### config.mk
export PLATFORM = sky130hd
export DESIGN_NAME = fns_dec_seq_ctrl_flat
export DESIGN_NICKNAME = d
export VERILOG_FILES = /design/src/rtl/fns_dec_seq_ctrl_if.sv /design/src/rtl/fns_dec_seq_ctrl.sv /design/src/flat_wrapper.sv
export SDC_FILE = /design/constraint.sdc
export NUM_CORES = 1
export LEC_CHECK = 0
export ABC_CLOCK_PERIOD_IN_PS = 2320
export BUFFER_PORTS_ARGS = -buffer_cell sky130_fd_sc_hd__buf_4
export CORE_UTILIZATION = 43
export CTS_CLUSTER_DIAMETER = 200
export DETAILED_ROUTE_END_ITERATION = 8
export HOLD_SLACK_MARGIN = 0.15
export PLACE_DENSITY = 0.76
export SYNTH_ARGS = -nofsm -noshare
export SYNTH_HDL_FRONTEND = slang
export SYNTH_SLANG_ARGS = --single-unit
### constraint.sdc
create_clock -name clk -period 2.32 [get_ports clk]
set_input_delay 0.464 -clock clk [delete_from_list [all_inputs] [get_ports clk]]
set_output_delay 0.464 -clock clk [all_outputs]
set_load 0.02 [all_outputs]
### src/rtl/fns_dec_seq_ctrl_if.sv
// Handshake bundle between the TSV receive register, the decode sequencer
// and the data sink: an input word channel and an output word channel.
interface fns_dec_seq_ctrl_if #(
  parameter int NGRP = 4,
  parameter int CW   = 23,
  parameter int DW   = 16
);
  logic                 in_valid;
  logic                 in_ready;
  logic [NGRP*CW-1:0]   codein;
  logic                 out_valid;
  logic                 out_ready;
  logic [NGRP*DW-1:0]   dataout;

  // Sequencer side: consumes codewords, produces decoded words.
  modport slave (
    input  in_valid, codein, out_ready,
    output in_ready, out_valid, dataout
  );

  // Environment side: supplies codewords, sinks decoded words.
  modport master (
    output in_valid, codein, out_ready,
    input  in_ready, out_valid, dataout
  );
endinterface

### src/rtl/fns_dec_seq_ctrl.sv
// Time-multiplexes one shared combinational FNS decoder across NGRP codeword
// groups. A bus word is latched into a shadow register, one group per cycle
// is presented on dec_code, and the returned slice is stored into dataout.
// The finished word is held in DONE until the sink accepts it; an accepted
// output can be overlapped with loading the next word (DONE -> RUN).
module fns_dec_seq_ctrl #(
  parameter int NGRP = 4,
  parameter int CW   = 23,
  parameter int DW   = 16,
  parameter int IW   = 2
) (
  input  logic                  clk,
  input  logic                  rst,
  fns_dec_seq_ctrl_if.slave     bus,
  output logic [CW-1:0]         dec_code,
  input  logic [DW-1:0]         dec_data,
  output logic                  busy,
  output logic [IW-1:0]         grp_idx
);

  typedef enum logic [1:0] {
    ST_IDLE = 2'd0,
    ST_RUN  = 2'd1,
    ST_DONE = 2'd2
  } state_t;

  state_t               state_q, state_d;
  logic [IW-1:0]        idx_q, idx_d;
  logic [NGRP*CW-1:0]   shadow_q;
  logic [NGRP*DW-1:0]   dataout_q;
  logic                 load_d;
  logic                 in_ready_d;
  logic                 last_grp_d;
  logic [CW-1:0]        dec_code_d;

  // The index is cleared explicitly at the last group, so NGRP need not be 2**IW.
  assign last_grp_d = (idx_q == IW'(NGRP - 1));

  // Next-state, index and input-acceptance decode.
  always_comb begin
    state_d    = state_q;
    idx_d      = idx_q;
    load_d     = 1'b0;
    in_ready_d = 1'b0;
    case (state_q)
      ST_IDLE: begin
        in_ready_d = 1'b1;
        if (bus.in_valid) begin
          load_d  = 1'b1;
          idx_d   = {IW{1'b0}};
          state_d = ST_RUN;
        end else begin
          state_d = ST_IDLE;
        end
      end
      ST_RUN: begin
        if (last_grp_d) begin
          idx_d   = {IW{1'b0}};
          state_d = ST_DONE;
        end else begin
          idx_d   = idx_q + IW'(1);
          state_d = ST_RUN;
        end
      end
      ST_DONE: begin
        // Output handshake and next input share the same edge.
        in_ready_d = bus.out_ready;
        if (bus.out_ready && bus.in_valid) begin
          load_d  = 1'b1;
          idx_d   = {IW{1'b0}};
          state_d = ST_RUN;
        end else if (bus.out_ready) begin
          state_d = ST_IDLE;
        end else begin
          state_d = ST_DONE;
        end
      end
      default: begin
        idx_d   = {IW{1'b0}};
        state_d = ST_IDLE;
      end
    endcase
  end

  // State, group index and shadow copy of the accepted bus word.
  always_ff @(posedge clk) begin
    if (rst) begin
      state_q  <= ST_IDLE;
      idx_q    <= {IW{1'b0}};
      shadow_q <= '0;
    end else begin
      state_q <= state_d;
      idx_q   <= idx_d;
      if (load_d) begin
        shadow_q <= bus.codein;
      end
    end
  end

  // Group mux towards the decoder; zero whenever no group is being decoded.
  always_comb begin
    dec_code_d = {CW{1'b0}};
    for (int g = 0; g < NGRP; g++) begin
      dec_code_d = ((state_q == ST_RUN) && (idx_q == IW'(g)))
                   ? shadow_q[g*CW +: CW] : dec_code_d;
    end
  end

  // Capture the decoded slice for the group currently on the decoder.
  always_ff @(posedge clk) begin
    if (rst) begin
      dataout_q <= '0;
    end else begin
      for (int g = 0; g < NGRP; g++) begin
        if ((state_q == ST_RUN) && (idx_q == IW'(g))) begin
          dataout_q[g*DW +: DW] <= dec_data;
        end
      end
    end
  end

  assign dec_code      = dec_code_d;
  assign busy          = (state_q == ST_RUN);
  assign grp_idx       = (state_q == ST_RUN) ? idx_q : {IW{1'b0}};
  assign bus.in_ready  = in_ready_d;
  assign bus.out_valid = (state_q == ST_DONE);
  assign bus.dataout   = dataout_q;

endmodule
### src/flat_wrapper.sv
// flat-port wrapper written by rule: the top's interface ports become plain ports
module fns_dec_seq_ctrl_flat 
#(
  parameter int NGRP = 4,
  parameter int CW   = 23,
  parameter int DW   = 16,
  parameter int IW   = 2
)
  (clk, rst, dec_code, dec_data, busy, grp_idx, bus_in_valid, bus_codein, bus_out_ready, bus_in_ready, bus_out_valid, bus_dataout);
  fns_dec_seq_ctrl_if #(.NGRP(NGRP), .CW(CW), .DW(DW)) bus_i ();
  input  logic clk;
  input  logic rst;
  output logic [CW-1:0] dec_code;
  input  logic [DW-1:0] dec_data;
  output logic busy;
  output logic [IW-1:0] grp_idx;
  input wire logic [$bits(bus_i.in_valid)-1:0] bus_in_valid;
  input wire logic [$bits(bus_i.codein)-1:0] bus_codein;
  input wire logic [$bits(bus_i.out_ready)-1:0] bus_out_ready;
  output wire logic [$bits(bus_i.in_ready)-1:0] bus_in_ready;
  output wire logic [$bits(bus_i.out_valid)-1:0] bus_out_valid;
  output wire logic [$bits(bus_i.dataout)-1:0] bus_dataout;
  assign bus_i.in_valid = bus_in_valid;
  assign bus_i.codein = bus_codein;
  assign bus_i.out_ready = bus_out_ready;
  assign bus_in_ready = bus_i.in_ready;
  assign bus_out_valid = bus_i.out_valid;
  assign bus_dataout = bus_i.dataout;
  fns_dec_seq_ctrl #(.NGRP(NGRP), .CW(CW), .DW(DW), .IW(IW)) u_core (.clk(clk), .rst(rst), .bus(bus_i), .dec_code(dec_code), .dec_data(dec_data), .busy(busy), .grp_idx(grp_idx));
endmodule
# Word level (Yosys, flattened, before mapping)
# Cells that the tools add are included.
totals:
  regBits: 160
  latch_bits: 0
  ramBits: 0
  romBits: 0
  input_bits: 112
  out_inout_bits: 92
  wordCells: 41
  mem_count: 0
classes:
  add_sub_neg: 1
  multipliers: 0
  div_mod_pow: 0
  n_lt_le_gt_ge: 0
  n_eq_ne: 7
  shifts: 0
  n_mux: 18
  bitwise: 0
  n_reduce_logical: 8
ops:
  columns: ["cell", "count"]
  rows:
  - ["2-to-1 mux 23 bit", 4]
  - ["2-to-1 mux 2 bit", 7]
  - ["one-hot mux 2 bit (3 select lines)", 2]
  - ["equality test 2 bit, second input constant", 3]
  - ["logical AND 1 bit", 5]
  - ["equality test 2 x 1 -> 1 bit, second input constant", 2]
  - ["logical NOT 2 bit", 2]
  - ["one-hot mux 1 bit (2 select lines)", 2]
  - ["2-to-1 mux 1 bit", 3]
  - ["adder 2 x 1 -> 2 bit, second input constant", 1]
  - ["inequality test 2 x 1 -> 1 bit, second input constant", 1]
  - ["inequality test 2 bit, second input constant", 1]
  - ["AND reduction 2 bit", 1]

# Logic depth before layout (Yosys ltp)
logic_depth:
  depth_word: 6
  mapped_depth: 8

# Least setup slack after synthesis
# No wires, ideal clock.
synth_timing:
  path_type: "register -> output"
  start: "register u_core.idx_q[1]"
  end: "output dec_code[10]"
  t_arrival_ns: 1.977
  slack_ns: -0.121
  stages_incl_launch_ff: 8
  n_path_buf: 2
  cell_sequence: "dfxtp_1 inv_1 ha_1 buf_2 nor2b_2 buf_2 a221oi_1 o41ai_1"
synth_via:
  elab_chain_len: 6
  elab_cells_between_ends: 12
synth_rtl:
  columns: ["item", "line", "rtl"]
  rows:
  - ["from (decl)", "fns_dec_seq_ctrl.sv:28", "logic [IW-1:0] idx_q, idx_d;"]
  - ["from (signal assigned)", "fns_dec_seq_ctrl.sv:89", "idx_q <= {IW{1'b0}};"]
  - ["from (signal assigned)", "fns_dec_seq_ctrl.sv:93", "idx_q <= idx_d;"]
  - ["logical NOT 2 bit", "fns_dec_seq_ctrl.sv:104", "dec_code_d = ((state_q == ST_RUN) && (idx_q == IW'(g)))"]
  - ["logical AND 1 bit", "fns_dec_seq_ctrl.sv:104", null]
  - ["2-to-1 mux 23 bit (3 in a row)", "fns_dec_seq_ctrl.sv:105", "? shadow_q[g*CW +: CW] : dec_code_d;"]
  - ["2-to-1 mux 23 bit (*)", "fns_dec_seq_ctrl.sv:105", null]
  - ["to (decl)", "flat_wrapper.sv:13", "output logic [CW-1:0] dec_code;"]
# Every way passes the cells marked *; elsewhere a longest branch is shown, timed or not.

# Worst setup path in the final report
layout_timing:
  start: "register u_core.idx_q[0]"
  end: "output dec_code[2]"
# The elaborated chain is that of the path after synthesis.

==> impl_metrics.yaml <==
status:
  outcome: "finished with violations"
  violations: "setup timing"
placement:
  portBuffers: 203
  hpwl_um: 13400
  placedCellCount: 1200
  gp_congestion: 0.838
  post-place-ws_ns: 0.112
  placed_area_um2: 9190
clock_tree:
  clk_pin_slew_ns: 0.07
  ctsHoldBuffers: 0
  cts_sinks: 160
  clock-root-buffer: "clkbuf_16"
  h-tree-depth: 4
  cts_tree: "done"
  insertion_delay_ns: 0.43
  clock_path_buffers: 2
  cts_buffers: 17
logic_synthesis:
  syn_nets: 947
  netlist_area_um2: 7380
  synth_seq_area_share: 0.434
  yosys_warnings: 0
  synth_cell_type_count: 26
  syn_inst: 831
  avgSynthCellArea_um2: 8.88
  synth.ff_latch_count: 160
floorplanning:
  dieArea_um2: 17700
  die_h_um: 133
  io_pins: 204
  fp-row-count: 47
  dieWidth_um: 133
  initial_core_util: 0.443
  core_area_um2: 16600
route:
  first_pass_iters: 6
  vias: 6401
  vias_per_cell: 5.15
  postRouteWirelength_um: 20200
  antenna_left: 0
  drc: 0
  drt-initial-drc-count: 419
  wire_per_inst_um: 16.3
global_route:
  overflow: 0
  grtUsageTotal: 0.232
  grt_max_degree: 69
  antenna_found_initial: 0
  grt_pass1_vias: 6022
  grt_pass1_wl_um: 32100
job:
  maxCapViolations: 0
critical_path:
  cpMaxStageDelayCell: "dfxtp_4"
  crit_family: "buffers and inverters"
  cp.buffers_inverters: 4
  end_kind: "output port"
  critPathKind: "flip-flop to output port"
  crit_fanout: 6
  slowest_delay_ns: 0.37
  critPathRequiredTime_ns: 1.86
  crit_chain: "inv_4 > ha_4 > nor2b_4 > buf_6 > buf_16 > a221oi_2 > o41ai_2 > buf_4"
  worst_ep_arrival_time_ns: 2.03
  cp-start-kind: "flip-flop"
layout:
  drive_above_1_share: 0.315
  syn2layout_area_growth_pct: 38.8
  n_antenna_cell: 0
  stdcell_area_um2: 10200
  finalCoreUtilization: 0.615
  instances_no_fill: 1242
  fin_nets: 1125
pwr:
  clkPwrFrac: 0.410
  combPwrFrac: 0.154
  p_sw_frac: 0.262
  ir_drop_mv: 0.541
  power_switching_mw: 1.80
  p_int_mw: 5.08
  pwr-share-seq: 0.436
  powerDensity_nw_per_um2: 671
  leakage_nw: 4.28
timing:
  tightest_slew_ns: 0.781
  min_period_over_period: 1.07
  final_max_slew_viol_count: 0
  finalCriticalPeriod_ns: 2.49
  clock_skew_ns: 0.0120
  max_freq_mhz: 402
  layout_setup_ws_ns: -0.170
  rsz0062_at_grt: "yes"
  hold_viol_final: 0
  setup_violations: 23
  slew-limit-headroom: 0.478
hold_path:
  hold_path_class: "input port to flip-flop"
[timing repair]
action                     CTS  global route
setup buffers                4             2
gates resized for setup     49             5
setup endpoints to repair   23            23
pin swaps                   22             3
gates cloned                 4             0
[power groups by stage]
stage | clock network [mW] | registers, mW | logic, mW
6_report | 2.82 | 3.00 | 1.06
5_1_grt | 2.99 | 3.01 | 1.13
4_1_cts | 2.86 | 2.99 | 1.05
3_5_place_dp | 0 | 3.04 | 0.909
3_3_place_gp | 0 | 3.04 | 0.894
2_1_floorplan | 0 | 3.04 | 0.544
[Yosys cell counts, drive strengths merged]
cell type    n  area [um^2]
a21oi       68          340
a221oi      23          201
and2b        1         10.0
and3b        4         35.0
buf         38          240
clkbuf      36          138
dfxtp      160         3200
ha           4         50.1
inv          4         15.0
mux2i       92          921
nand2      129          484
nand2b     186         1160
nand3       23          115
nand3b       4         30.0
nor2         3         11.3
nor2b       28          178
nor3         1         16.3
o21a         1         7.51
o21ai        2         10.0
o41ai       23          201
or3          1         6.26
[final timing paths]
kind,slack (ns),startpoint,cells after the start,endpoint
worst min register to register,0.46,u_core.bus.dataout[50]$_SDFFE_PP0P_,2,u_core.bus.dataout[50]$_SDFFE_PP0P_
worst max register to register,0.37,u_core.idx_q[1]$_SDFFE_PP0P_,6,u_core.bus.dataout[19]$_SDFFE_PP0P_
worst max-delay path,-0.17,u_core.idx_q[0]$_SDFFE_PP0P_,8,dec_code[2]
worst min-delay path,0.29,bus_codein[85],3,u_core.shadow_q[85]$_SDFFE_PP0P_
[logic make-up after synthesis]
kind of cell / Yosys count / synth area share
multiplexers: 92 / 0.125
AND/OR/NAND/NOR: 380 / 0.278
buffers and inverters: 78 / 0.0533
adder cells (fa/ha/maj): 4 / 0.00678
AO/OA/AOI/OAI: 117 / 0.103
flip-flops: 160 / 0.434
[placed cells by master (no fill, tap or decap), types with 2 or more instances in the layout]
master / netlist / final
o41ai_2: 0 / 23
ha_4: 0 / 4
a221oi_2: 0 / 17
buf_4: 0 / 219
dfxtp_1: 160 / 158
nor2_1: 3 / 3
o21ai_0: 2 / 2
and3b_1: 4 / 4
buf_16: 0 / 4
inv_4: 0 / 2
clkinvlp_4: 0 / 3
nand2b_1: 186 / 185
bufinv_16: 0 / 2
clkbuf_1: 34 / 2
buf_12: 0 / 6
clkbuf_8: 0 / 2
mux2i_1: 92 / 92
clkbuf_16: 0 / 17
nor2b_1: 27 / 27
buf_6: 9 / 3
a221oi_4: 0 / 6
nand2_1: 129 / 129
nand3b_1: 4 / 4
inv_6: 0 / 2
a21oi_1: 68 / 68
nand3_1: 23 / 23
clkinv_4: 0 / 3
[layout make-up]
class / count / area [um^2]
flip-flops and latches: 160 / 3210
inverters: 4 / 20.0
clock buffers: 21 / 460
clock inverters: 11 / 131
multi-input cells: 593 / 4220
fillers: 1451 / 6400
repair buffers: 233 / 1920
well taps: 220 / 275
[sequential cells by signal, indices dropped and copies added, names as in the netlist]
signal              count
u_core.shadow_q        92
u_core.state_q          2
u_core.idx_q            2
u_core.bus.dataout     64
[metal layers]
| metal | GRT usage | vias up | part of all wire |
|---|---|---|---|
| li1 | - | 3144 | - |
| met1 | 0.322 | 2995 | 0.47 |
| met2 | 0.353 | 246 | 0.45 |
| met3 | 0.0651 | 16 | 0.075 |
| met4 | 0.0549 | 0 | 0.0096 |
| met5 | 0 | - | 0 |
[per-stage QoR]
step	total power [mW]	hold WS, ns	setup TNS [ns]
floorplan	3.58	0.448	0
global placement	3.94	0.442	0
detailed placement	3.95	0.449	0
CTS	6.90	0.283	-2.36
global route	7.14	0.292	-4.00
finish	6.87	0.294	-2.23
[worst reg2reg max path: cells and delay by family (launching register included)]
kind | cells | cell delay [ns]
AOI/OAI and AO/OA | 1 | 0.09
adders and majority gates | 1 | 0.16
buffers and inverters | 2 | 0.36
DFF | 1 | 0.33
and+or+nand+nor | 2 | 0.89
Power figures use the tool's default switching activity.
